===== src/rtl/alu_sequencer_pkg.sv =====
// Purpose: shared opcodes, FSM encoding and opcode helpers for the ALU sequencer.
// Latency: n/a (types and pure functions only).
// Backpressure: n/a.
package alu_ctrl_pkg;

   localparam logic [4:0] OP_NOP  = 5'b00000;
   localparam logic [4:0] OP_ADD  = 5'b00011;
   localparam logic [4:0] OP_SUB  = 5'b00100;
   localparam logic [4:0] OP_AND  = 5'b00101;
   localparam logic [4:0] OP_OR   = 5'b00110;
   localparam logic [4:0] OP_SHR  = 5'b00111;
   localparam logic [4:0] OP_SHRA = 5'b01000;
   localparam logic [4:0] OP_SHL  = 5'b01001;
   localparam logic [4:0] OP_ROR  = 5'b01010;
   localparam logic [4:0] OP_ROL  = 5'b01011;
   localparam logic [4:0] OP_MUL  = 5'b01111;
   localparam logic [4:0] OP_DIV  = 5'b10000;
   localparam logic [4:0] OP_NEG  = 5'b10001;
   localparam logic [4:0] OP_NOT  = 5'b10010;

   typedef enum logic [1:0] {
      IDLE = 2'd0,
      EXEC = 2'd1,
      DONE = 2'd2
   } state_t;

   function automatic logic is_muldiv(input logic [4:0] op);
      return (op == OP_MUL) || (op == OP_DIV);
   endfunction

   function automatic logic is_legal(input logic [4:0] op);
      logic ok;
      ok = 1'b0;
      case (op)
         OP_ADD, OP_SUB, OP_AND, OP_OR, OP_SHR, OP_SHRA, OP_SHL,
         OP_ROR, OP_ROL, OP_MUL, OP_DIV, OP_NEG, OP_NOT: ok = 1'b1;
         default: ok = 1'b0;
      endcase
      return ok;
   endfunction

endpackage


===== src/rtl/alu_sequencer_if.sv =====
// Purpose: bundles the request, ALU-facing and result signals of the sequencer.
// Latency: n/a (wiring only).
// Backpressure: none; requests are only taken while the sequencer reports not busy.
// Ports: master = control unit / ALU side (drives request and alu_c),
//        slave  = sequencer (drives ALU operands, status and results).
interface alu_sequencer_if;
   logic        start;
   logic [4:0]  op_code;
   logic [31:0] operand_a;
   logic [31:0] operand_b;
   logic [63:0] alu_c;
   logic [31:0] alu_y;
   logic [31:0] alu_b;
   logic [4:0]  alu_op;
   logic        busy;
   logic        done;
   logic [31:0] result_hi;
   logic [31:0] result_lo;
   logic        hi_we;
   logic        lo_we;
   logic        illegal;

   modport master (
      output start, op_code, operand_a, operand_b, alu_c,
      input  alu_y, alu_b, alu_op, busy, done, result_hi, result_lo,
             hi_we, lo_we, illegal
   );

   modport slave (
      input  start, op_code, operand_a, operand_b, alu_c,
      output alu_y, alu_b, alu_op, busy, done, result_hi, result_lo,
             hi_we, lo_we, illegal
   );
endinterface


===== src/rtl/alu_sequencer_exec_counter.sv =====
// Purpose: 4-bit loadable down-counter timing the EXEC phase; last flags count==1.
// Latency: load/decrement take effect on the next rising edge.
// Backpressure: none; decrement saturates at zero.
// Ports: clock, clear (sync active-high), load + load_val, dec, last.
module exec_counter (
   input  logic       clock,
   input  logic       clear,
   input  logic       load,
   input  logic [3:0] load_val,
   input  logic       dec,
   output logic       last
);

   logic [3:0] count_q;

   always_ff @(posedge clock) begin
      if (clear) begin
         count_q <= 4'd0;
      end else if (load) begin
         count_q <= load_val;
      end else if (dec && (count_q != 4'd0)) begin
         count_q <= count_q - 4'd1;
      end
   end

   assign last = (count_q == 4'd1);

endmodule


===== src/rtl/alu_sequencer.sv =====
// Purpose: sequences one ALU operation per request and captures {hi,lo} into result registers.
// Latency: done 1 cycle after accept for simple/illegal ops, MULDIV_CYCLES cycles for mul/div.
// Backpressure: start is ignored (not queued) while busy.
// Ports: clock, clear (sync active-high), bus (alu_sequencer_if.slave).
module alu_sequencer
   import alu_ctrl_pkg::*;
#(
   parameter int unsigned MULDIV_CYCLES = 4
) (
   input logic            clock,
   input logic            clear,
   alu_sequencer_if.slave bus
);

   localparam logic [3:0] MULDIV_LOAD = 4'(MULDIV_CYCLES);

   state_t      state_q, state_d;
   logic        accept, capture, cnt_last;
   logic        req_legal;
   logic [3:0]  load_val;
   logic [31:0] alu_y_q, alu_b_q, result_hi_q, result_lo_q;
   logic [4:0]  alu_op_q;
   logic        illegal_q, hi_flag_q, lo_flag_q;

   assign req_legal = is_legal(bus.op_code);
   // Illegal requests also pass through a one-count EXEC so their done pulse
   // lands on the same edge as a simple op.
   assign load_val  = (req_legal && is_muldiv(bus.op_code)) ? MULDIV_LOAD : 4'd1;

   exec_counter u_exec_counter (
      .clock    (clock),
      .clear    (clear),
      .load     (accept),
      .load_val (load_val),
      .dec      (state_q == EXEC),
      .last     (cnt_last)
   );

   always_ff @(posedge clock) begin
      if (clear) begin
         state_q <= IDLE;
      end else begin
         state_q <= state_d;
      end
   end

   always_comb begin
      state_d = state_q;
      accept  = 1'b0;
      capture = 1'b0;
      case (state_q)
         IDLE: begin
            if (bus.start) begin
               accept  = 1'b1;
               state_d = EXEC;
            end
         end
         EXEC: begin
            if (cnt_last) begin
               capture = 1'b1;
               state_d = DONE;
            end
         end
         DONE:    state_d = IDLE;
         default: state_d = IDLE;
      endcase
   end

   always_ff @(posedge clock) begin
      if (clear) begin
         alu_y_q     <= '0;
         alu_b_q     <= '0;
         alu_op_q    <= OP_NOP;
         result_hi_q <= '0;
         result_lo_q <= '0;
         illegal_q   <= 1'b0;
         hi_flag_q   <= 1'b0;
         lo_flag_q   <= 1'b0;
      end else begin
         if (accept) begin
            illegal_q <= !req_legal;
            hi_flag_q <= 1'b0;
            lo_flag_q <= 1'b0;
            if (req_legal) begin
               alu_y_q  <= bus.operand_a;
               alu_b_q  <= bus.operand_b;
               alu_op_q <= bus.op_code;
            end else begin
               result_hi_q <= '0;
               result_lo_q <= '0;
            end
         end else if (state_q == DONE) begin
            // Park the ALU on NOP so it produces zero while idle.
            alu_y_q  <= '0;
            alu_b_q  <= '0;
            alu_op_q <= OP_NOP;
         end

         if (capture && !illegal_q) begin
            result_hi_q <= bus.alu_c[63:32];
            result_lo_q <= bus.alu_c[31:0];
            lo_flag_q   <= 1'b1;
            hi_flag_q   <= is_muldiv(alu_op_q);
         end
      end
   end

   assign bus.alu_y     = alu_y_q;
   assign bus.alu_b     = alu_b_q;
   assign bus.alu_op    = alu_op_q;
   assign bus.busy      = (state_q != IDLE);
   assign bus.done      = (state_q == DONE);
   assign bus.result_hi = result_hi_q;
   assign bus.result_lo = result_lo_q;
   // Flags are only meaningful alongside done, so gate them with it.
   assign bus.hi_we     = bus.done && hi_flag_q;
   assign bus.lo_we     = bus.done && lo_flag_q;
   assign bus.illegal   = bus.done && illegal_q;

endmodule


===== src/flat_wrapper.sv =====
// flat-port wrapper written by rule: the top's interface ports become plain ports
module alu_sequencer_flat import alu_ctrl_pkg::*;
#(
   parameter int unsigned MULDIV_CYCLES = 4
)
  (clock, clear, bus_start, bus_op_code, bus_operand_a, bus_operand_b, bus_alu_c, bus_alu_y, bus_alu_b, bus_alu_op, bus_busy, bus_done, bus_result_hi, bus_result_lo, bus_hi_we, bus_lo_we, bus_illegal);
  alu_sequencer_if bus_i ();
  input logic clock;
  input logic clear;
  input wire logic [$bits(bus_i.start)-1:0] bus_start;
  input wire logic [$bits(bus_i.op_code)-1:0] bus_op_code;
  input wire logic [$bits(bus_i.operand_a)-1:0] bus_operand_a;
  input wire logic [$bits(bus_i.operand_b)-1:0] bus_operand_b;
  input wire logic [$bits(bus_i.alu_c)-1:0] bus_alu_c;
  output wire logic [$bits(bus_i.alu_y)-1:0] bus_alu_y;
  output wire logic [$bits(bus_i.alu_b)-1:0] bus_alu_b;
  output wire logic [$bits(bus_i.alu_op)-1:0] bus_alu_op;
  output wire logic [$bits(bus_i.busy)-1:0] bus_busy;
  output wire logic [$bits(bus_i.done)-1:0] bus_done;
  output wire logic [$bits(bus_i.result_hi)-1:0] bus_result_hi;
  output wire logic [$bits(bus_i.result_lo)-1:0] bus_result_lo;
  output wire logic [$bits(bus_i.hi_we)-1:0] bus_hi_we;
  output wire logic [$bits(bus_i.lo_we)-1:0] bus_lo_we;
  output wire logic [$bits(bus_i.illegal)-1:0] bus_illegal;
  assign bus_i.start = bus_start;
  assign bus_i.op_code = bus_op_code;
  assign bus_i.operand_a = bus_operand_a;
  assign bus_i.operand_b = bus_operand_b;
  assign bus_i.alu_c = bus_alu_c;
  assign bus_alu_y = bus_i.alu_y;
  assign bus_alu_b = bus_i.alu_b;
  assign bus_alu_op = bus_i.alu_op;
  assign bus_busy = bus_i.busy;
  assign bus_done = bus_i.done;
  assign bus_result_hi = bus_i.result_hi;
  assign bus_result_lo = bus_i.result_lo;
  assign bus_hi_we = bus_i.hi_we;
  assign bus_lo_we = bus_i.lo_we;
  assign bus_illegal = bus_i.illegal;
  alu_sequencer #(.MULDIV_CYCLES(MULDIV_CYCLES)) u_core (.clock(clock), .clear(clear), .bus(bus_i));
endmodule

===== config.mk =====
export PLATFORM = sky130hd
export DESIGN_NAME = alu_sequencer_flat
export DESIGN_NICKNAME = d
export VERILOG_FILES = /design/src/rtl/alu_sequencer_pkg.sv /design/src/rtl/alu_sequencer_if.sv /design/src/rtl/alu_sequencer_exec_counter.sv /design/src/rtl/alu_sequencer.sv /design/src/flat_wrapper.sv
export SDC_FILE = /design/constraint.sdc
export NUM_CORES = 1
export LEC_CHECK = 0
export CORE_ASPECT_RATIO = 1.1
export CORE_MARGIN = 2
export CORE_UTILIZATION = 37
export DETAILED_ROUTE_END_ITERATION = 16
export GPL_TIMING_DRIVEN = 1
export PLACE_DENSITY = 0.88
export SLEW_MARGIN = 40
export SYNTH_ARGS = -nofsm -noshare
export SYNTH_HDL_FRONTEND = slang
export SYNTH_SLANG_ARGS = --single-unit

===== constraint.sdc =====
create_clock -name clock -period 1.85 [get_ports clock]
set_input_delay 0.37 -clock clock [delete_from_list [all_inputs] [get_ports clock]]
set_output_delay 0.37 -clock clock [all_outputs]
set_load 0.03 [all_outputs]

# Word level (Yosys, flattened, before mapping)
# Memory sizes are Yosys's and may differ from the RTL's.
# Cells that the tools add are included.
# op_classes
n_eq_ne,11
reduce_logical,19
addsub,1
mux,25
# ops
operator,count
$mux W32,9
$mux W5,3
$eq A5 B4 Y1 const B,2
$eq A5 B5 Y1 const B,2
$mux W4,2
$reduce_bool A2 Y1,4
$mux W1,7
$logic_and A1 B1 Y1,6
$ne A2 B2 Y1 const B,3
$reduce_and A2 Y1,3
$eq A4 B1 Y1 const B,1
$mux W2,2
$pmux W2 S2,1
$reduce_bool A4 Y1,1
$sub A4 B1 Y4 const B,1
$mux W3,1
$eq A2 B1 Y1 const B,1
$eq A2 B2 Y1 const B,1
$logic_not A1 Y1,2
$logic_not A2 Y1,1
$logic_or A1 B1 Y1,2
$ne A2 B1 Y1 const B,1
# word_totals
reg_bits,142
mem_count,1
output_inout_bits,138
in_bits,136
rom_bits,32
# mem_list
name,depth,width,read_ports,rd_ports_with_merged_regs,write_ports,line_no,text
(no name shown),32,1,1,0,0,alu_sequencer_pkg.sv:34,case (op)

# Longest topological paths before layout
# depth
depth_word,6
mapped_depth,8

# Hierarchy
# A second synthesis with hierarchy kept.
# unflattened
cells_unflattened,528
hier_area_um2,5507.8
# by_module_without_submodules
mod,cells_per_inst,n_inst,area_each_um2
alu_sequencer,495,1,5221.3
exec_counter,33,1,286.5

# Worst setup path after synthesis
# OpenSTA, ideal clock, no wires.
# synth_path
path_type,flip-flop to output port
from,register u_core.state_q[0]
to,output port bus_hi_we
path_slack_ps,-75
arrival_ps,1555
n_path_buf,3
required_time_ps,1480
stages_incl_launch_ff,7
cell_sequence,dfxtp_1 > buf_2 > nand2b_1 > clkbuf_1 > clkbuf_1 > inv_1 > and2_1
# synth_between
elab_chain_len,2
# synth_lines
item,line_no,text
start: declaration,alu_sequencer.sv:17,"state_t state_q, state_d;"
start signal: assignment,alu_sequencer.sv:43,state_q <= state_d;
$eq A2 B2 Y1,alu_sequencer.sv:112,assign bus.done = (state_q == DONE);
named net bus_done,flat_wrapper.sv:19,output wire logic [$bits(bus_i.done)-1:0] bus_done;
$logic_and A1 B1 Y1,alu_sequencer.sv:116,assign bus.hi_we = bus.done && hi_flag_q;
end: declaration,flat_wrapper.sv:22,output wire logic [$bits(bus_i.hi_we)-1:0] bus_hi_we;
# The timed path passes the listed nets, and every way through them passes these cells.

# Final worst setup path
# layout_path
from,register u_core.u_exec_counter.count_q[1]
to,register u_core.result_lo_q[13] (netlist: u_core.bus.result_lo[13])
# layout_between
elab_chain_len,6
# layout_lines
item,line_no,text
start: declaration,alu_sequencer_exec_counter.sv:14,logic [3:0] count_q;
start signal: assignment,alu_sequencer_exec_counter.sv:20,count_q <= load_val;
start signal: assignment,alu_sequencer_exec_counter.sv:22,count_q <= count_q - 4'd1;
$eq A4 B1 Y1 (*),alu_sequencer_exec_counter.sv:26,assign last = (count_q == 4'd1);
$mux W1 (*),alu_sequencer.sv:59,if (cnt_last) begin
$mux W1 (*),alu_sequencer.sv:51,case (state_q)
$logic_and A1 B1 Y1 (*),alu_sequencer.sv:99,if (capture && !illegal_q) begin
$ne A2 B2 Y1 (no source line) / $reduce_bool A2 Y1 (equally long branches),n/a,
$reduce_and A2 Y1 (no source line),n/a,
end signal: assignment,alu_sequencer.sv:101,result_lo_q <= bus.alu_c[31:0];
end: declaration,alu_sequencer.sv:21,"logic [31:0] alu_y_q, alu_b_q, result_hi_q, result_lo_q;"
# Mark *: on every way between the ends. The rest lies on a longest branch, timed or not.
# A chain may end at the register's enable or synchronous reset.

==> results.tsv <==
stage	metric	value	unit
setup_path	path depth of the worst reg2reg path	8	
sta	max-slew headroom at the worst pin	0.512	
setup_path	Crit Path Max Fanout	9	
cells_and_area	Antenna Cells	0	
clock_network	Worst-path clk slew	0.06	ns
worst_hold_path	Min-Delay Path Class	in -> reg	
clock_network	Clock Path Buffers	2	
cells_and_area	fin area	10200	sq um
setup_path	critical path's slowest cell	or3b_4	
logic_synthesis	Seq/Total Area, Yosys	0.487	
global_route	total track usage	0.194	
logic_synthesis	most numerous cell in the Yosys netlist	dfxtp_1	
power_and_ir_drop	PwrDens	833	nW/um^2
place	DP HPWL	12100	microns
cells_and_area	final net count	981	
setup_path	Bufs and invs on worst path	3	
sta	endpoints failing hold	0	
setup_path	WS Path Type	reg -> reg	
cells_and_area	Filler cells	1182	
logic_synthesis	Synthesized Nets	668	
logic_synthesis	Synth area leader	dfxtp_1	
power_and_ir_drop	Max VDD drop	0.615	mV
routing	Routed wire per std cell	17.3	microns
logic_synthesis	most used flip-flop cell after synthesis	dfxtp_1	
routing	Via density	5.05	
clock_network	H-tree Lvls	4	
setup_path	max incr delay on CP	0.38	ns
logic_synthesis	synth top area cells	dfxtp_1 (49%), mux2i_1 (12%), a32o_1 (11%)	
floorplan	Initial Utilization	0.375	
cells_and_area	Reg area	2850	sq um
place	dpl cell area	9090	sq um
logic_synthesis	EDFF count, synth	0	
floorplan	Cell Rows	48	
setup_path	Critical Path Source Type	flip-flop	
logic_synthesis	count of cell types in the netlist	39	
power_and_ir_drop	leakage	0.00429	uW
sta	Hold WS	0.437	ns
setup_path	Worst Setup End Kind	flip-flop	
clock_network	clk sink count	142	
global_route	GRT Residual Overflow	0	
routing	initial drt markers	295	
setup_path	Worst Path Required	2.20	ns
routing	vias	5331	
cells_and_area	multi-input logic area	2760	sq um
status	status	finished, violations left	
logic_synthesis	Seq cells post-synth	142	
logic_synthesis	share of the synthesized area in the top cell type	0.487	
status	failing checks	setup timing	
sta	final setup vio count	53	
floorplan	IO Pins	274	
global_route	first-pass GRT wire length	25600	microns
clock_network	clk root buf	clkbuf_16	
routing	DRT Pass-1 Iters	5	
cells_and_area	Syn-to-layout area delta	74.5	%
global_route	vias in the first global route	5082	
sta	Slew Limit Fails	0	
worst_hold_path	worst hold stages	4	
logic_synthesis	Cell Area, Synth	5840	sq um
clock_network	number of buffers inserted during clock tree synthesis	17	
routing	Routed Antenna Nets	0	
logic_synthesis	FFs w/ async S/R, synth	0	
routing	DRC	0	
logic_synthesis	synth cell count leaders	dfxtp_1 (142), nand2b_1 (73), nand3b_1 (70)	
clock_network	CTS tree	built	
place	Buffers on Ports	273	
setup_path	CP Cell Sequence	inv_2 > ha_4 > or3b_4 > or3_4 > nor2_8 > buf_12 > buf_6 > a32o_1	
setup_path	CP arrival	2.27	ns
sta	Fmax	523	MHz
sta	Slew @ Worst Pin	0.731	ns
global_route	initial antenna violation count	0	
floorplan	die width	124	microns
routing	final WL	18300	microns
place	GP Congestion	0.794	
cells_and_area	fraction of layout cells with a size suffix above 1	0.152	
logic_synthesis	Synthesis Warnings	0	
clock_network	Worst-Skew Late Latency	0.41	ns
sta	Final min period	1.91	ns
sta	Final Skew	0.0100	ns
floorplan	DIE HEIGHT	136	microns
sta	RSZ-0062 raised after global routing	yes	
setup_path	Crit path depth	8	
clock_network	hold_buf cts	0	
global_route	largest net degree at the start of global routing	103	
setup_path	crit-path leading delay family	simple AND/OR/NAND/NOR gates	
flow_run	max-capacitance violation count	0	
floorplan	die area	16800	sq um
floorplan	Core ar.	15600	sq um
logic_synthesis	syn avg cell area	11.0	sq um
sta	setup ws final	-0.0627	ns
sta	crit share post-route	1.03	
logic_synthesis	Cells after Synth	529	
tightest hold or removal path, cell delays in order:
cell	delay, ns
dlymetal6s2s_1	0.16
buf_4	0.15
nand2b_1	0.06
mux2i_1	0.06
layout by cell type, fill, tap and decap left out, types with 5 or more instances in the layout:
cell / netlist / routed
a21oi_1: 8 / 7
a32o_1: 64 / 62
buf_12: 1 / 14
buf_4: 6 / 41
buf_6: 6 / 7
clkbuf_16: 0 / 26
clkdlybuf4s50_1: 0 / 222
dfxtp_1: 142 / 139
dlygate4sd2_1: 0 / 15
dlymetal6s2s_1: 0 / 30
mux2i_1: 69 / 69
nand2_1: 5 / 5
nand2b_1: 73 / 72
nand3b_1: 70 / 70
nor3_1: 6 / 6
cell families (layout without fill, tap and decap cells):
| family | after synthesis | in the layout | share of synthesized area |
|---|---|---|---|
| xor+xnor | 1 | 1 | 0.00150 |
| mux | 69 | 69 | 0.118 |
| fa+ha+maj | 3 | 3 | 0.00643 |
| compound gates | 80 | 80 | 0.128 |
| simple gates | 178 | 178 | 0.206 |
| flops | 142 | 142 | 0.487 |
| buf+inv | 56 | 382 | 0.0527 |
registers in the layout, summed over array words and instances (netlist names):
signal,flops
u_core.bus.alu_b,32
u_core.bus.result_hi,32
u_core.state_q,2
u_core.lo_flag_q,1
u_core.illegal_q,1
u_core.bus.alu_y,32
u_core.hi_flag_q,1
u_core.bus.alu_op,5
u_core.bus.result_lo,32
u_core.u_exec_counter.count_q,4
path summary, 6_finish.rpt:
| kind | start | end | slack, ns |
|---|---|---|---|
| min reg2reg | u_core.lo_flag_q | u_core.lo_flag_q | 0.45 |
| max reg2reg | u_core.u_exec_counter.count_q[1] | u_core.bus.result_lo[13] | -0.06 |
| min | bus_op_code[0] | u_core.bus.alu_op[0] | 0.44 |
| max | u_core.u_exec_counter.count_q[1] | u_core.bus.result_lo[13] | -0.06 |
per-stage QoR:
step           total power [uW]  setup WS (ns)  std cells  setup TNS, ns   util
6_report                   8490        -0.0627       1055          -1.52  0.655
5_1_grt                    8800         -0.130       1055          -5.82  0.655
2_1_floorplan              4060        0.00140        529              0      -
4_1_cts                    8430        -0.0819       1034          -2.42  0.624
3_3_place_gp               4830         -0.307       1002         -36.63  0.584
3_5_place_dp               4860         -0.354       1002         -40.28  0.584
power breakdown:
group	leakage, uW	internal, uW	total (uW)	switching, uW
Combinational	0.00284	883	1620	742
Clock	0.000299	2190	3590	1400
Sequential	0.00115	3200	3280	81.6
layout make-up:
cell class	count	area share
clock buffer	18	0.0431
clock inverter	14	0.0179
inverter	4	0.00147
multi-input combinational	331	0.270
sequential	142	0.279
tap	200	0.0246
timing repair buffer	346	0.363
routing by layer:
layer | global-route usage | up-vias | part of all wire
met1 | 0.226 | 2552 | 0.41
met5 | 0 | - | 0
met4 | 0.0657 | 0 | 0.024
met2 | 0.337 | 170 | 0.51
met3 | 0.0543 | 32 | 0.057
li1 | - | 2577 | -
repair_timing:
| item | in CTS | in global routing |
|---|---|---|
| endpoints found under the hold margin | 0 | 0 |
| buffers inserted | 0 | 8 |
| setup endpoints to repair | 83 | 119 |
| resized for setup | 27 | 67 |
| pin swaps | 0 | 39 |
| cloned | 0 | 13 |
Note: power is estimated with default switching activity, not from simulation.
